File: src/rtl/udma_spim_mch_pkg.sv
// Shared constants for the multi-channel uDMA SPI master register interface:
// register offsets, setup-command opcodes/fields and CFG/STATUS bit positions.
package udma_spim_mch_pkg;

    localparam logic [1:0] REG_SADDR  = 2'd0;
    localparam logic [1:0] REG_SIZE   = 2'd1;
    localparam logic [1:0] REG_CFG    = 2'd2;
    localparam logic [1:0] REG_STATUS = 2'd3;

    localparam logic [3:0] SPI_CMD_SETUP_UCA = 4'b1101;
    localparam logic [3:0] SPI_CMD_SETUP_UCS = 4'b1110;

    localparam int CMD_OP_MSB = 31;
    localparam int CMD_OP_LSB = 28;
    localparam int CMD_CH_MSB = 27;
    localparam int CMD_CH_LSB = 25;
    localparam int CMD_DS_MSB = 24;
    localparam int CMD_DS_LSB = 23;

    localparam int CFG_CONT_BIT = 0;
    localparam int CFG_DS_LSB   = 1;
    localparam int CFG_EN_BIT   = 4;
    localparam int CFG_CLR_BIT  = 5;
    localparam int CFG_PEND_BIT = 5;

    localparam int STAT_DVALID_BIT = 0;
    localparam int STAT_OVF_BIT    = 1;
    localparam int STAT_CNTCLR_BIT = 2;
    localparam int STAT_CNT_LSB    = 8;

    localparam logic [1:0] DS_RESET = 2'b10;

endpackage

File: src/rtl/udma_spim_ch_regs.sv
// One channel's register set: start address, size, datasize, continuous,
// one-entry deferred UCS slot, sticky overflow and transfer-complete counter.
module udma_spim_ch_regs
    import udma_spim_mch_pkg::*;
#(
    parameter int L2_AWIDTH_NOAL = 12,
    parameter int TRANS_SIZE     = 16,
    parameter int CNT_W          = 8,
    parameter bit CMD_CH         = 1'b0
) (
    input  logic                      clk_i,
    input  logic                      rst_i,
    input  logic                      wr_saddr,
    input  logic                      wr_size,
    input  logic                      wr_cfg,
    input  logic                      wr_status,
    input  logic [31:0]               wdata,
    input  logic                      uca_hit,
    input  logic                      ucs_hit,
    input  logic [L2_AWIDTH_NOAL-1:0] cmd_addr,
    input  logic [TRANS_SIZE-1:0]     cmd_size,
    input  logic [1:0]                cmd_ds,
    input  logic                      apply,
    input  logic                      en_i,
    input  logic                      pending_i,
    output logic [L2_AWIDTH_NOAL-1:0] startaddr,
    output logic [TRANS_SIZE-1:0]     size,
    output logic [1:0]                datasize,
    output logic                      continuous,
    output logic                      en_pulse,
    output logic                      clr_pulse,
    output logic                      dvalid,
    output logic                      ovf,
    output logic [CNT_W-1:0]          cnt
);

    logic [TRANS_SIZE-1:0] slot_size;
    logic [1:0]            slot_ds;
    logic                  en_q;
    logic                  unused_in;

    assign unused_in = ^{wdata, cmd_ds};

    // The command channel keeps its datasize fixed; only the stall logic in
    // the top guarantees cfg writes never coincide with a hit or an apply.
    always_ff @(posedge clk_i or posedge rst_i) begin
        if (rst_i) begin
            startaddr  <= '0;
            size       <= '0;
            datasize   <= DS_RESET;
            continuous <= 1'b0;
            en_pulse   <= 1'b0;
            clr_pulse  <= 1'b0;
            dvalid     <= 1'b0;
            ovf        <= 1'b0;
            cnt        <= '0;
            slot_size  <= '0;
            slot_ds    <= '0;
            en_q       <= 1'b0;
        end else begin
            en_pulse  <= 1'b0;
            clr_pulse <= 1'b0;
            en_q      <= en_i;

            if (uca_hit)
                startaddr <= cmd_addr;
            else if (wr_saddr)
                startaddr <= wdata[L2_AWIDTH_NOAL-1:0];

            if (wr_status && wdata[STAT_OVF_BIT])
                ovf <= 1'b0;

            if (ucs_hit) begin
                if (!pending_i && !dvalid) begin
                    size     <= cmd_size;
                    if (!CMD_CH) datasize <= cmd_ds;
                    en_pulse <= 1'b1;
                end else if (!dvalid) begin
                    slot_size <= cmd_size;
                    slot_ds   <= cmd_ds;
                    dvalid    <= 1'b1;
                end else begin
                    ovf <= 1'b1;
                end
            end else if (apply) begin
                size     <= slot_size;
                if (!CMD_CH) datasize <= slot_ds;
                en_pulse <= 1'b1;
                dvalid   <= 1'b0;
            end else if (wr_size) begin
                size <= wdata[TRANS_SIZE-1:0];
            end else if (wr_cfg) begin
                clr_pulse  <= wdata[CFG_CLR_BIT];
                en_pulse   <= wdata[CFG_EN_BIT];
                continuous <= wdata[CFG_CONT_BIT];
                if (!CMD_CH) datasize <= wdata[CFG_DS_LSB +: 2];
                if (wdata[CFG_CLR_BIT]) dvalid <= 1'b0;
            end

            if (wr_status && wdata[STAT_CNTCLR_BIT])
                cnt <= '0;
            else if (en_q && !en_i && cnt != {CNT_W{1'b1}})
                cnt <= cnt + 1'b1;
        end
    end

endmodule

File: src/rtl/udma_spim_mch_reg_if.sv
// Multi-channel uDMA SPI master register interface: cfg/command decode,
// deferred-apply arbitration, read mux and cfg back-pressure.
module udma_spim_mch_reg_if
    import udma_spim_mch_pkg::*;
#(
    parameter int L2_AWIDTH_NOAL = 12,
    parameter int TRANS_SIZE     = 16,
    parameter int N_CH           = 3,
    parameter int REG_AWIDTH     = 5,
    parameter int CNT_W          = 8
) (
    input  logic                                 clk_i,
    input  logic                                 rst_i,
    input  logic [31:0]                          cfg_data_i,
    input  logic [REG_AWIDTH-1:0]                cfg_addr_i,
    input  logic                                 cfg_valid_i,
    input  logic                                 cfg_rwn_i,
    output logic [31:0]                          cfg_data_o,
    output logic                                 cfg_ready_o,
    output logic [N_CH-1:0][L2_AWIDTH_NOAL-1:0]  cfg_startaddr_o,
    output logic [N_CH-1:0][TRANS_SIZE-1:0]      cfg_size_o,
    output logic [N_CH-1:0][1:0]                 cfg_datasize_o,
    output logic [N_CH-1:0]                      cfg_continuous_o,
    output logic [N_CH-1:0]                      cfg_en_o,
    output logic [N_CH-1:0]                      cfg_clr_o,
    input  logic [N_CH-1:0]                      cfg_en_i,
    input  logic [N_CH-1:0]                      cfg_pending_i,
    input  logic [N_CH-1:0][L2_AWIDTH_NOAL-1:0]  cfg_curr_addr_i,
    input  logic [N_CH-1:0][TRANS_SIZE-1:0]      cfg_bytes_left_i,
    input  logic [31:0]                          udma_cmd_i,
    input  logic                                 udma_cmd_valid_i,
    input  logic                                 udma_cmd_ready_i
);

    localparam int CHW = REG_AWIDTH - 2;

    logic [CHW-1:0] reg_ch;
    logic [1:0]     reg_sel;
    logic           addr_ok, wr_req, wr_go;
    logic [3:0]     cmd_op;
    logic [2:0]     cmd_ch;
    logic           cmd_fire, cmd_ch_ok, uca_any, ucs_any, cmd_hit, apply_any;
    logic           unused_cmd;

    logic [N_CH-1:0] uca_hit, ucs_hit, clr_req, apply_req, apply_gnt;
    logic [N_CH-1:0] wr_saddr, wr_size, wr_cfg, wr_status;
    logic [N_CH-1:0] dvalid, ovf;
    logic [N_CH-1:0][CNT_W-1:0] cnt;

    assign reg_ch  = cfg_addr_i[REG_AWIDTH-1:2];
    assign reg_sel = cfg_addr_i[1:0];
    assign addr_ok = 32'(reg_ch) < N_CH;
    assign wr_req  = cfg_valid_i && !cfg_rwn_i;

    assign cmd_op    = udma_cmd_i[CMD_OP_MSB:CMD_OP_LSB];
    assign cmd_ch    = udma_cmd_i[CMD_CH_MSB:CMD_CH_LSB];
    assign cmd_fire  = udma_cmd_valid_i && udma_cmd_ready_i;
    assign cmd_ch_ok = (cmd_ch != 3'd0) && (32'(cmd_ch) < N_CH);
    assign uca_any   = cmd_fire && cmd_ch_ok && (cmd_op == SPI_CMD_SETUP_UCA);
    assign ucs_any   = cmd_fire && cmd_ch_ok && (cmd_op == SPI_CMD_SETUP_UCS);
    assign cmd_hit   = uca_any || ucs_any;
    assign unused_cmd = ^udma_cmd_i;

    always_comb begin
        uca_hit = '0;
        ucs_hit = '0;
        for (int c = 0; c < N_CH; c++) begin
            if (cmd_ch == 3'(c)) begin
                uca_hit[c] = uca_any;
                ucs_hit[c] = ucs_any;
            end
        end
    end

    // A pending clr on a channel suppresses its apply so clr wins cleanly.
    always_comb begin
        clr_req = '0;
        for (int c = 0; c < N_CH; c++)
            clr_req[c] = wr_req && addr_ok && (reg_ch == CHW'(c)) &&
                         (reg_sel == REG_CFG) && cfg_data_i[CFG_CLR_BIT];
    end

    always_comb begin
        apply_req = dvalid & ~cfg_pending_i & ~ucs_hit & ~clr_req;
        apply_gnt = '0;
        for (int c = N_CH - 1; c >= 1; c--)
            if (apply_req[c]) apply_gnt = N_CH'(1) << c;
    end

    assign apply_any   = |apply_gnt;
    assign cfg_ready_o = !(wr_req && (cmd_hit || apply_any));
    assign wr_go       = wr_req && cfg_ready_o && addr_ok;

    always_comb begin
        wr_saddr  = '0;
        wr_size   = '0;
        wr_cfg    = '0;
        wr_status = '0;
        for (int c = 0; c < N_CH; c++) begin
            if (wr_go && reg_ch == CHW'(c)) begin
                wr_saddr[c]  = reg_sel == REG_SADDR;
                wr_size[c]   = reg_sel == REG_SIZE;
                wr_cfg[c]    = reg_sel == REG_CFG;
                wr_status[c] = reg_sel == REG_STATUS;
            end
        end
    end

    for (genvar g = 0; g < N_CH; g++) begin : g_ch
        udma_spim_ch_regs #(
            .L2_AWIDTH_NOAL (L2_AWIDTH_NOAL),
            .TRANS_SIZE     (TRANS_SIZE),
            .CNT_W          (CNT_W),
            .CMD_CH         (g == 0)
        ) u_ch (
            .clk_i      (clk_i),
            .rst_i      (rst_i),
            .wr_saddr   (wr_saddr[g]),
            .wr_size    (wr_size[g]),
            .wr_cfg     (wr_cfg[g]),
            .wr_status  (wr_status[g]),
            .wdata      (cfg_data_i),
            .uca_hit    (uca_hit[g]),
            .ucs_hit    (ucs_hit[g]),
            .cmd_addr   (udma_cmd_i[L2_AWIDTH_NOAL-1:0]),
            .cmd_size   (udma_cmd_i[TRANS_SIZE-1:0]),
            .cmd_ds     (udma_cmd_i[CMD_DS_MSB:CMD_DS_LSB]),
            .apply      (apply_gnt[g]),
            .en_i       (cfg_en_i[g]),
            .pending_i  (cfg_pending_i[g]),
            .startaddr  (cfg_startaddr_o[g]),
            .size       (cfg_size_o[g]),
            .datasize   (cfg_datasize_o[g]),
            .continuous (cfg_continuous_o[g]),
            .en_pulse   (cfg_en_o[g]),
            .clr_pulse  (cfg_clr_o[g]),
            .dvalid     (dvalid[g]),
            .ovf        (ovf[g]),
            .cnt        (cnt[g])
        );
    end

    always_comb begin
        cfg_data_o = '0;
        for (int c = 0; c < N_CH; c++) begin
            if (addr_ok && reg_ch == CHW'(c)) begin
                case (reg_sel)
                    REG_SADDR: cfg_data_o[L2_AWIDTH_NOAL-1:0] = cfg_curr_addr_i[c];
                    REG_SIZE:  cfg_data_o[TRANS_SIZE-1:0]     = cfg_bytes_left_i[c];
                    REG_CFG: begin
                        cfg_data_o[CFG_PEND_BIT]     = cfg_pending_i[c];
                        cfg_data_o[CFG_EN_BIT]       = cfg_en_i[c];
                        cfg_data_o[CFG_DS_LSB +: 2]  = cfg_datasize_o[c];
                        cfg_data_o[CFG_CONT_BIT]     = cfg_continuous_o[c];
                    end
                    default: begin
                        cfg_data_o[STAT_CNT_LSB +: CNT_W] = cnt[c];
                        cfg_data_o[STAT_OVF_BIT]          = ovf[c];
                        cfg_data_o[STAT_DVALID_BIT]       = dvalid[c];
                    end
                endcase
            end
        end
    end

endmodule

File: config.mk
export PLATFORM = sky130hd
export DESIGN_NAME = udma_spim_mch_reg_if
export DESIGN_NICKNAME = d
export VERILOG_FILES = /design/src/rtl/udma_spim_mch_pkg.sv /design/src/rtl/udma_spim_ch_regs.sv /design/src/rtl/udma_spim_mch_reg_if.sv
export SDC_FILE = /design/constraint.sdc
export NUM_CORES = 1
export LEC_CHECK = 0
export BUFFER_PORTS_ARGS = -buffer_cell sky130_fd_sc_hd__buf_2
export CORE_MARGIN = 2
export CORE_UTILIZATION = 48
export CTS_BUF_LIST = sky130_fd_sc_hd__clkbuf_8
export CTS_CLUSTER_SIZE = 12
export DETAILED_ROUTE_END_ITERATION = 10
export GPL_ROUTABILITY_DRIVEN = 1
export PLACE_DENSITY = 0.91
export SYNTH_ARGS = -nofsm -noshare
export SYNTH_HDL_FRONTEND = slang
export SYNTH_SLANG_ARGS = --single-unit
File: constraint.sdc
create_clock -name clk_i -period 5.95 [get_ports clk_i]
set_input_delay 1.19 -clock clk_i [delete_from_list [all_inputs] [get_ports clk_i]]
set_output_delay 1.19 -clock clk_i [all_outputs]
set_load 0.01 [all_outputs]
==> metrics.cfg, run 1 <==
[logic_synthesis]
mappedNetlistArea_mm2=0.00904
async_reset_ff_share_pct=100
syn_avg_cell_area_um2=10.6
synth_warnings=2
ys_seq_elements=166
seq_area_frac_synth_pct=46.0
synth-edff-count=0
synth_cells=855
synthTopCellsByArea=dfrtp_1, mux2_2, mux2i_1
yosysTopAreaCellShare_pct=45.4
ys_types=67
ys.flop_type=dfrtp_1
yosysTopAreaCell=dfrtp_1

[hold_path]
hold_path.startpoint=g_ch[0].u_ch.size[14]
worstHoldEndpoint=g_ch[0].u_ch.size[14]
hp-class=reg -> reg
whs_path_depth=1

[sta]
final_max_slew_viol_count=0
setup_viol=0
fin_crit_ns=4.68
slew_headroom_pct=23.0
final.setup.tns_ns=0
holdWs_ns=0.504
period_share_pct=78.6
rsz0062_at_grt=false
hold_viol=0
final.setup_skew_ns=0.0182
fmax_mhz=214
tightest_slew_ns=1.16

[critical_path]
timing.rr.start=g_ch[1].u_ch.dvalid
cpMaxStageDelayCell=o311a_1
crit_required_ns=4.76
rrSetupSlack_ns=2.59
cp_data_arrival_time_ns=3.49
max_stage_delay_ns=0.66
path_cells=buf_2, nand3b_1, o311a_1, nand2_1, a21o_1, buf_2
startpoint_type=primary input
timing_worst_setup_path_type=in -> out
cp_common_cell=buf_2
crit_path_max_fanout=21
timing.rr.end=g_ch[2].u_ch.size[3]
endpoint_kind=primary output
reg2reg_depth=5

[power_and_ir_drop]
ir_drop_v=0.000201
power_density_mw_per_mm2=304
p_leak_nw=5.64
p_total_w=0.00328

[detailed_routing]
wirelength_um=26700
vias=7603
drc=0
avgViaCountPerCell=5.71
final_antenna_net_count=0
wl_per_cell_um=20.1
drtIter0Drc=390
detailedRoute.firstPassIterationCount=4

[floorplan]
ios=297
die_h_um=141
fp.coreArea_mm2=0.0186
rows=50
floorplan.initialDensity_pct=48.6
die_area_mm2=0.0199
chipWidth_um=141

[clock_tree]
htreeDepth=4
cts_setup_buffers=0
clkLatencyLatePin_ns=0.47
cts-resized-gates=0
numCtsBuffers=17
holdBufCountCts=0
root_buffer=clkbuf_8
cts_tree=done
path_clk_slew_ns=0.09
clock_sinks=166
cts.path.max_buffers=2

[place]
gpl.final_weighted_congestion=0.899
io_buffers=255
dpl-instance-area_mm2=0.0104
hpwl_um=19500

[cells_and_area]
stdcell_area_mm2=0.0108
layout_commonest_cell=buf_2
layout_common_cells=buf_2, dfrtp_1, mux2_2, nand2_1, nor2_1
area_growth_pct=19.3
finalNetCount=1249
nFillCells=1556
layout-drive-gt1-share_pct=38.9

[global_route]
antenna_found_initial=4
grt_usage_pct=26.8
grt_overflow=0
grt_pass1_vias=7457
grt_pass1_wl_um=41100
grt_max_degree=69

[job]
timing.max_cap.violations=0

[status]
status=finished clean

-- per-stage QoR --
step / instances / utilization, % / worst slack [ns]
after global placement: 1296 / 55.9 / 1.19
after CTS: 1328 / 58.0 / 1.29
after detailed placement: 1296 / 55.9 / 1.06
after global routing: 1330 / 58.0 / 1.21
final: 1331 / 58.0 / 1.27
after floorplan: 872 / - / 0.273
-- worst max-delay path by stage --
stage,from,endpoint
2_1_floorplan,rst_i,g_ch[0].u_ch.clr_pulse
3_3_place_gp,cfg_addr_i[0],g_ch[2].u_ch.size[5]
3_5_place_dp,cfg_addr_i[0],g_ch[2].u_ch.size[8]
4_1_cts,cfg_addr_i[0],cfg_ready_o
5_1_grt,cfg_addr_i[0],cfg_ready_o
6_report,cfg_addr_i[0],cfg_ready_o
-- worst max-delay path: cells and delay by family --
| family | cells | cell delay (ns) |
|---|---|---|
| AO/OA/AOI/OAI | 2 | 0.90 |
| buffers and inverters | 2 | 0.60 |
| AND/OR/NAND/NOR | 2 | 0.77 |
-- power by group --
group | leakage (nW) | switching, W | total (W) | internal (W)
Clock | 0.201 | 0.000487 | 0.000816 | 0.000329
Sequential | 2.19 | 0.000178 | 0.00154 | 0.00136
Combinational | 3.25 | 0.000490 | 0.000925 | 0.000435
-- cell usage after synthesis (3+ instances only) --
cell type / instances
dfrtp_1: 164
mux2_2: 96
nand2_1: 91
nor2_1: 91
mux2i_1: 84
o21ai_0: 42
a21oi_1: 33
clkbuf_1: 31
buf_4: 27
a31oi_1: 20
xnor2_1: 12
nand3_1: 11
xor2_1: 11
buf_1: 10
mux2_4: 10
nand4_1: 10
nor2b_1: 9
inv_1: 7
o22ai_1: 7
a211oi_1: 6
mux4_2: 6
buf_2: 5
and3_1: 4
nor3_1: 4
and4b_1: 3
ha_1: 3
nand2b_1: 3
nand3b_1: 3
o31ai_1: 3
o32a_1: 3
-- registers in the layout, indices dropped and copies added (netlist names) --
register              flops
g_ch.u_ch.clr_pulse       3
g_ch.u_ch.cnt            24
g_ch.u_ch.continuous      3
g_ch.u_ch.datasize        4
g_ch.u_ch.dvalid          3
g_ch.u_ch.en_pulse        3
g_ch.u_ch.en_q            3
g_ch.u_ch.ovf             3
g_ch.u_ch.size           48
g_ch.u_ch.slot_ds         4
g_ch.u_ch.slot_size      32
g_ch.u_ch.startaddr      36
-- cell families (layout without fill, tap and decap cells) --
kind of cell | count (synthesis) | after routing | synth area share [%]
adder cells (fa/ha/maj) | 3 | 3 | 0.415
flip-flops | 166 | 166 | 46.0
multiplexers | 196 | 196 | 24.4
XOR/XNOR | 23 | 23 | 2.23
buffers and inverters | 84 | 306 | 4.98
AO/OA/AOI/OAI | 138 | 138 | 9.71
AND/OR/NAND/NOR | 244 | 244 | 12.2
other | 1 | 21 | 0.0415
-- per-layer routing --
metal	wire (um)	up-vias	GRT usage (%)
met4	658	2	8.84
met5	13	-	0
met2	13500	361	47.3
met1	10600	3744	32.3
met3	1970	46	6.22
li1	-	3450	-
-- area by class of cell --
class / instances / area [um2] / area share (%)
well taps: 234 / 293 / 2.72
inverters: 7 / 31.3 / 0.290
repair buffers: 267 / 1370 / 12.7
clock inverters: 14 / 149 / 1.38
clock buffers: 18 / 248 / 2.30
diodes: 3 / 7.51 / 0.0696
multi-input cells: 622 / 4530 / 42.0
flip-flops and latches: 166 / 4160 / 38.6
Power figures use the tool's default switching activity.
==> run 2, diff against run 1 <==
CORE_UTILIZATION = 53   (was 48)
PLACE_DENSITY = 0.95   (was 0.91)
clock period = 4.6 ns   (was 5.95 ns; I/O delays follow)
==> run 2 against run 1 <==
Effect of this change: clock power increased by 29%; sequential power is 30% higher; routed wire length grew 2.1%; count of clock-buffer cells in the layout up 1; clock skew shrank 0.0048 ns; sequential share of layout area down 0.26 points; combinational power up 33%.
==> metrics.cfg, run 2 (same netlist as run 1, synthesis figures left out) <==
[status]
status=finished clean

[detailed_routing]
met2_length_um=13700  ; +1.7%
detailedRoute.firstPassIterationCount=5  ; +1
wl_met3_um=2250  ; +14%
drtIter0Drc=458  ; +17%
avgViaCountPerCell=5.87  ; +2.7%
wirelength_um=27300  ; +2.1%
vias=7789  ; +2.4%
top_layer=met5
drc=0  ; unchanged
wl_per_cell_um=20.6  ; +2.4%
final_antenna_net_count=0  ; unchanged
wl_met1_um=10300  ; -2.7%

[power_and_ir_drop]
switching_power_w=0.00152  ; +31%
combPwrFrac_pct=28.7  ; +0.5 points
p_leak_nw=5.69  ; +0.89%
clock_power_share_pct=24.6  ; -0.3 points
power_density_mw_per_mm2=394  ; +30%
switching_share_pct=35.4  ; +0.17 points
internal_power_w=0.00276  ; +30%
power_frac_seq_pct=46.7  ; -0.2 points
p_total_w=0.00428  ; +31%
ir_drop_v=0.000260  ; +29%

[critical_path]
timing_worst_setup_path_type=in -> out
cp_top_family=buffers and inverters
max_stage_delay_ns=0.49  ; -0.17 ns
endpoint_kind=primary output
timing.rr.start=g_ch[1].u_ch.dvalid
timing.rr.end=g_ch[2].u_ch.size[9]
crit_required_ns=3.68  ; -1.08 ns
reg2reg_depth=5  ; unchanged
startpoint_type=primary input
rrSetupSlack_ns=1.94  ; -0.65 ns
cpMaxStageDelayCell=buf_2
path_cells=buf_2, buf_4, buf_4, mux2i_1, nor3_1, a311oi_1, o21ai_0, buf_2
critPathBufInv=4  ; +2
cp_data_arrival_time_ns=2.92  ; -0.57 ns
crit_path_max_fanout=26  ; +24%

[global_route]
grt_usage_pct=30.3  ; +3.5 points
grt_pass1_vias=7718  ; +3.5%
grt_pass1_wl_um=41900  ; +2.2%
antenna_found_initial=4  ; unchanged
grt_overflow=0  ; unchanged
grt_max_degree=143  ; +110%

[clock_tree]
cts_tree=done
holdBufCountCts=0  ; unchanged
cts.path.max_buffers=2  ; unchanged
path_clk_slew_ns=0.10  ; about the same
clkLatencyLatePin_ns=0.46  ; about the same
numCtsBuffers=17  ; unchanged
htreeDepth=4  ; unchanged
cts-resized-gates=0  ; unchanged
root_buffer=clkbuf_8
cts_setup_buffers=0  ; unchanged
clock_sinks=166  ; unchanged

[floorplan]
floorplan.initialDensity_pct=54.3  ; +5.7 points
die_h_um=135  ; -4.7%
fp.coreArea_mm2=0.0166  ; -10%
ios=297  ; unchanged
rows=47  ; -6.0%
chipWidth_um=135  ; -4.7%
die_area_mm2=0.0181  ; -9.2%

[cells_and_area]
largest_registers=g_ch.u_ch.size x48, g_ch.u_ch.startaddr x36, g_ch.u_ch.slot_size x32
layout-drive-gt1-share_pct=39.5  ; +0.61 points
layout_commonest_cell=buf_2
finalNetCount=1260  ; +0.88%
layout_common_cells=buf_2, dfrtp_1, mux2_2, nand2_1, nor2_1
instances_no_fill=1328  ; -0.23%
area_growth_pct=20.1
top_register=g_ch.u_ch.size
largest_reg_flops=48  ; unchanged

[sta]
rsz0062_at_grt=false
final_max_slew_viol_count=0  ; unchanged
final.setup.tns_ns=0  ; unchanged
hold_viol=0  ; unchanged
setup_viol=0  ; unchanged
slew_headroom_pct=26.7  ; +3.7 points
tightest_slew_ns=1.09  ; -0.0613 ns
setup_ws_ns=0.763  ; -0.507 ns
fmax_mhz=261
final.setup_skew_ns=0.0135  ; -0.00476 ns
fin_crit_ns=3.84
period_share_pct=83.4

[place]
dp.cells=1293  ; -0.23%
pre_cts_slack_ns=0.560  ; -0.497 ns
io_buffers=255  ; unchanged
gpl.final_weighted_congestion=0.902  ; +0.37%
hpwl_um=20100  ; +3.2%

[hold_path]
hp-class=in -> async

[job]
timing.max_cap.violations=0  ; unchanged

[run 2: per-stage QoR]
step                      util, %  instance area (um2)  hold slack (ns)
after global routing         65.2                10900            0.514
after CTS                    65.2                10800            0.498
final                        65.2                10900            0.503
after detailed placement     62.8                10500            0.482
after floorplan                 -                 9100            0.451
after global placement       62.8                10500            0.471
[run 2: final cells by class]
class,count,area [um2]
clock buffer,19,262
inverter,7,30.0
timing repair buffer,278,1460
multi-input combinational,622,4530
clock inverter,13,131
sequential,166,4160
antenna,3,7.51
fill,1238,5790
tap,220,275
[run 2: power by group through the flow]
| stage | Clock [W] | Sequential (W) | Combinational (W) |
|---|---|---|---|
| after floorplan | 0 | 0.00206 | 0.000637 |
| final | 0.00105 | 0.00200 | 0.00123 |
| after global placement | 0 | 0.00198 | 0.00117 |
| after global routing | 0.00112 | 0.00203 | 0.00133 |
| after CTS | 0.00106 | 0.00199 | 0.00123 |
| after detailed placement | 0 | 0.00201 | 0.00122 |
[run 2: worst max-delay path by stage]
| stage | startpoint | depth (start not counted) | end |
|---|---|---|---|
| final | cfg_addr_i[0] | 8 | cfg_data_o[2] |
| after global routing | cfg_addr_i[0] | 8 | cfg_data_o[14] |
| after CTS | cfg_addr_i[0] | 8 | cfg_data_o[2] |
| after detailed placement | cfg_addr_i[3] | 7 | g_ch[0].u_ch.startaddr[5] |
| after global placement | cfg_addr_i[3] | 7 | g_ch[0].u_ch.startaddr[9] |
| after floorplan | cfg_addr_i[0] | 7 | cfg_data_o[2] |
[run 2: per-layer routing]
layer / vias to the layer above / global-route usage [%]
li1: 3482 / -
met2: 418 / 52.2
met1: 3806 / 35.9
met4: 2 / 13.0
met3: 81 / 7.92
met5: - / 0
==> run 3, diff against run 2 <==
CORE_UTILIZATION = 48   (was 53)
PLACE_DENSITY = 0.91   (was 0.95)
clock period = 3.4 ns   (was 4.6 ns; I/O delays follow)
==> run 3 against run 2 <==
Effect of this change: sequential power up 35%; non-clock buffer count rose by 21; routed wire length rose by 0.26%; largest cell class unchanged.
==> metrics.cfg, run 3 (same netlist as run 1, synthesis figures left out) <==
[status]
status=finished clean

[detailed_routing]
drc=0  ; unchanged
drtIter0Drc=437  ; -4.6%
wl_per_cell_um=20.1  ; -2.2%
wirelength_um=27400  ; +0.26%
avgViaCountPerCell=5.64  ; -3.8%
detailedRoute.firstPassIterationCount=5  ; unchanged
vias=7683  ; -1.4%
final_antenna_net_count=0  ; unchanged

[cells_and_area]
area_growth_pct=22.5
finalNetCount=1281  ; +1.7%
layout_commonest_cell=buf_2
largest_registers=g_ch.u_ch.size x48, g_ch.u_ch.startaddr x36, g_ch.u_ch.slot_size x32
layout-drive-gt1-share_pct=40.6  ; +1.1 points
largest_reg_flops=48  ; unchanged
layout_common_cells=buf_2, dfrtp_1, mux2_2, nand2_1, nor2_1
top_register=g_ch.u_ch.size
post-route-util_pct=59.6  ; -5.6 points
stdcell_area_mm2=0.0111  ; +2.0%

[sta]
setup_ws_ns=0.153  ; -0.610 ns
setup_viol=0  ; unchanged
holdWs_ns=0.353  ; -0.150 ns
rsz0062_at_grt=false
final.setup_skew_ns=0.0142  ; +0.000735 ns
fmax_mhz=308
slew_headroom_pct=35.1  ; +8.4 points
period_share_pct=95.5
fin_crit_ns=3.25
hold_viol=0  ; unchanged
final_max_slew_viol_count=0  ; unchanged
tightest_slew_ns=0.974  ; -0.120 ns
final.setup.tns_ns=0  ; unchanged

[global_route]
grt_max_degree=167  ; +17%
antenna_found_initial=5  ; +1
grt_pass1_vias=7711  ; -0.091%
grt_pass1_wl_um=42100  ; +0.49%
grt_overflow=0  ; unchanged
grt_usage_pct=27.6  ; -2.7 points

[hold_path]
hp-class=in -> reg
worstHoldEndpoint=g_ch[0].u_ch.en_q
whs_path_depth=1
hold_path.startpoint=cfg_en_i[0]

[clock_tree]
root_buffer=clkbuf_8
cts.path.max_buffers=2  ; unchanged
numCtsBuffers=17  ; unchanged
htreeDepth=4  ; unchanged
cts_setup_buffers=0  ; unchanged
path_clk_slew_ns=0.08  ; -0.02 ns
clock_sinks=166  ; unchanged
clkLatencyLatePin_ns=0.47  ; about the same
holdBufCountCts=0  ; unchanged
cts_tree=done

[power_and_ir_drop]
combPwrFrac_pct=28.4  ; -0.3 points
power_density_mw_per_mm2=529  ; +34%
clock_power_share_pct=25.6  ; +1.0 points
internal_power_w=0.00387  ; +40%
power_frac_seq_pct=46.0  ; -0.7 points
switching_power_w=0.00199  ; +32%
switching_share_pct=34.0  ; -1.4 points
p_leak_nw=5.80  ; +2.0%
ir_drop_v=0.000369  ; +42%

[floorplan]
chipWidth_um=141  ; +4.9%
fp.coreArea_mm2=0.0186  ; +12%
rows=50  ; +6.4%
floorplan.initialDensity_pct=48.6  ; -5.7 points
die_area_mm2=0.0199  ; +10%
ios=297  ; unchanged
die_h_um=141  ; +4.9%

[critical_path]
reg2reg_depth=6  ; +1
endpoint_kind=primary output
max_stage_delay_ns=0.58  ; +0.09 ns
crit_required_ns=2.72  ; -0.96 ns
cpMaxStageDelayCell=a2111oi_0
path_cells=buf_2, nor2b_1, a21oi_1, a2111oi_0, buf_4, a21oi_1, a21oi_1, buf_4, buf_2
timing_worst_setup_path_type=in -> out
cp_data_arrival_time_ns=2.57  ; -0.35 ns
startpoint_type=primary input
timing.rr.end=g_ch[2].u_ch.size[7]
timing.rr.start=g_ch[1].u_ch.dvalid
rrSetupSlack_ns=1.03  ; -0.91 ns
cp_common_cell=a21oi_1
crit_path_max_fanout=5  ; -81%

[place]
hpwl_um=20300  ; +1.2%
io_buffers=255  ; unchanged
dpl-instance-area_mm2=0.0107  ; +1.9%
gpl.final_weighted_congestion=0.924  ; +2.4%
pre_cts_slack_ns=0.0934  ; -0.466 ns

[job]
timing.max_cap.violations=0  ; unchanged

## run 3: cell types whose count changed in the layout (fill, tap and decap cells not counted)
cell	change
buf_12	+2
clkinv_8	-1
clkinvlp_4	+1
a2111oi_0	-1
inv_8	-2
clkbuf_8	-1
a2111oi_1	+1
buf_4	+19
bufinv_16	+2
## run 3: worst max-delay path by stage
stage / start / end / slack (ns) / depth (start not counted)
final: cfg_addr_i[0] / cfg_data_o[4] / 0.15 / 9
after global routing: cfg_addr_i[0] / cfg_data_o[4] / 0.01 / 11
after CTS: cfg_addr_i[0] / cfg_data_o[4] / 0.09 / 11
after detailed placement: cfg_addr_i[0] / cfg_data_o[4] / 0.09 / 11
after global placement: cfg_addr_i[0] / cfg_data_o[4] / 0.14 / 11
after floorplan: cfg_addr_i[2] / g_ch[0].u_ch.size[0] / 0.12 / 10
## run 3: area by class of cell
| class | count | area (um2) |
|---|---|---|
| clock buffer | 18 | 248 |
| fill | 1500 | 7510 |
| timing repair buffer | 299 | 1640 |
| multi-input combinational | 622 | 4530 |
| inverter | 7 | 30.0 |
| antenna | 3 | 7.51 |
| sequential | 166 | 4160 |
| clock inverter | 13 | 160 |
| tap | 234 | 293 |
## run 3: repair_timing
action	4_1_cts	5_1_grt
resized for setup	0	1
setup endpoints to repair	0	1
hold endpoints to repair	0	0
## run 3: per-stage QoR
| stage | total power (W) | cells |
|---|---|---|
| global placement | 0.00431 | 1328 |
| floorplan | 0.00364 | 872 |
| CTS | 0.00588 | 1359 |
| finish | 0.00586 | 1362 |
| detailed placement | 0.00438 | 1328 |
| global route | 0.00616 | 1361 |
## run 3: critical path: cells and delay by family
family | cells | cell delay (ns)
buf+inv | 4 | 0.62
simple gates | 1 | 0.31
compound gates | 4 | 0.94
## run 3: power groups by stage
stage / logic, W / registers (W) / clock network (W)
after detailed placement: 0.00167 / 0.00272 / 0
after global placement: 0.00161 / 0.00269 / 0
after CTS: 0.00168 / 0.00269 / 0.00152
after floorplan: 0.000862 / 0.00278 / 0
after global routing: 0.00181 / 0.00274 / 0.00160
final: 0.00167 / 0.00270 / 0.00150
## run 3: routing by layer
layer  GRT usage [%]  routed length (um)  vias to the layer above
met5               0                  27                        -
met4            12.5                1030                        4
met3            6.62                2130                       74
met2            47.2               13600                      372
met1            33.1               10600                     3725
li1                -                   -                     3508
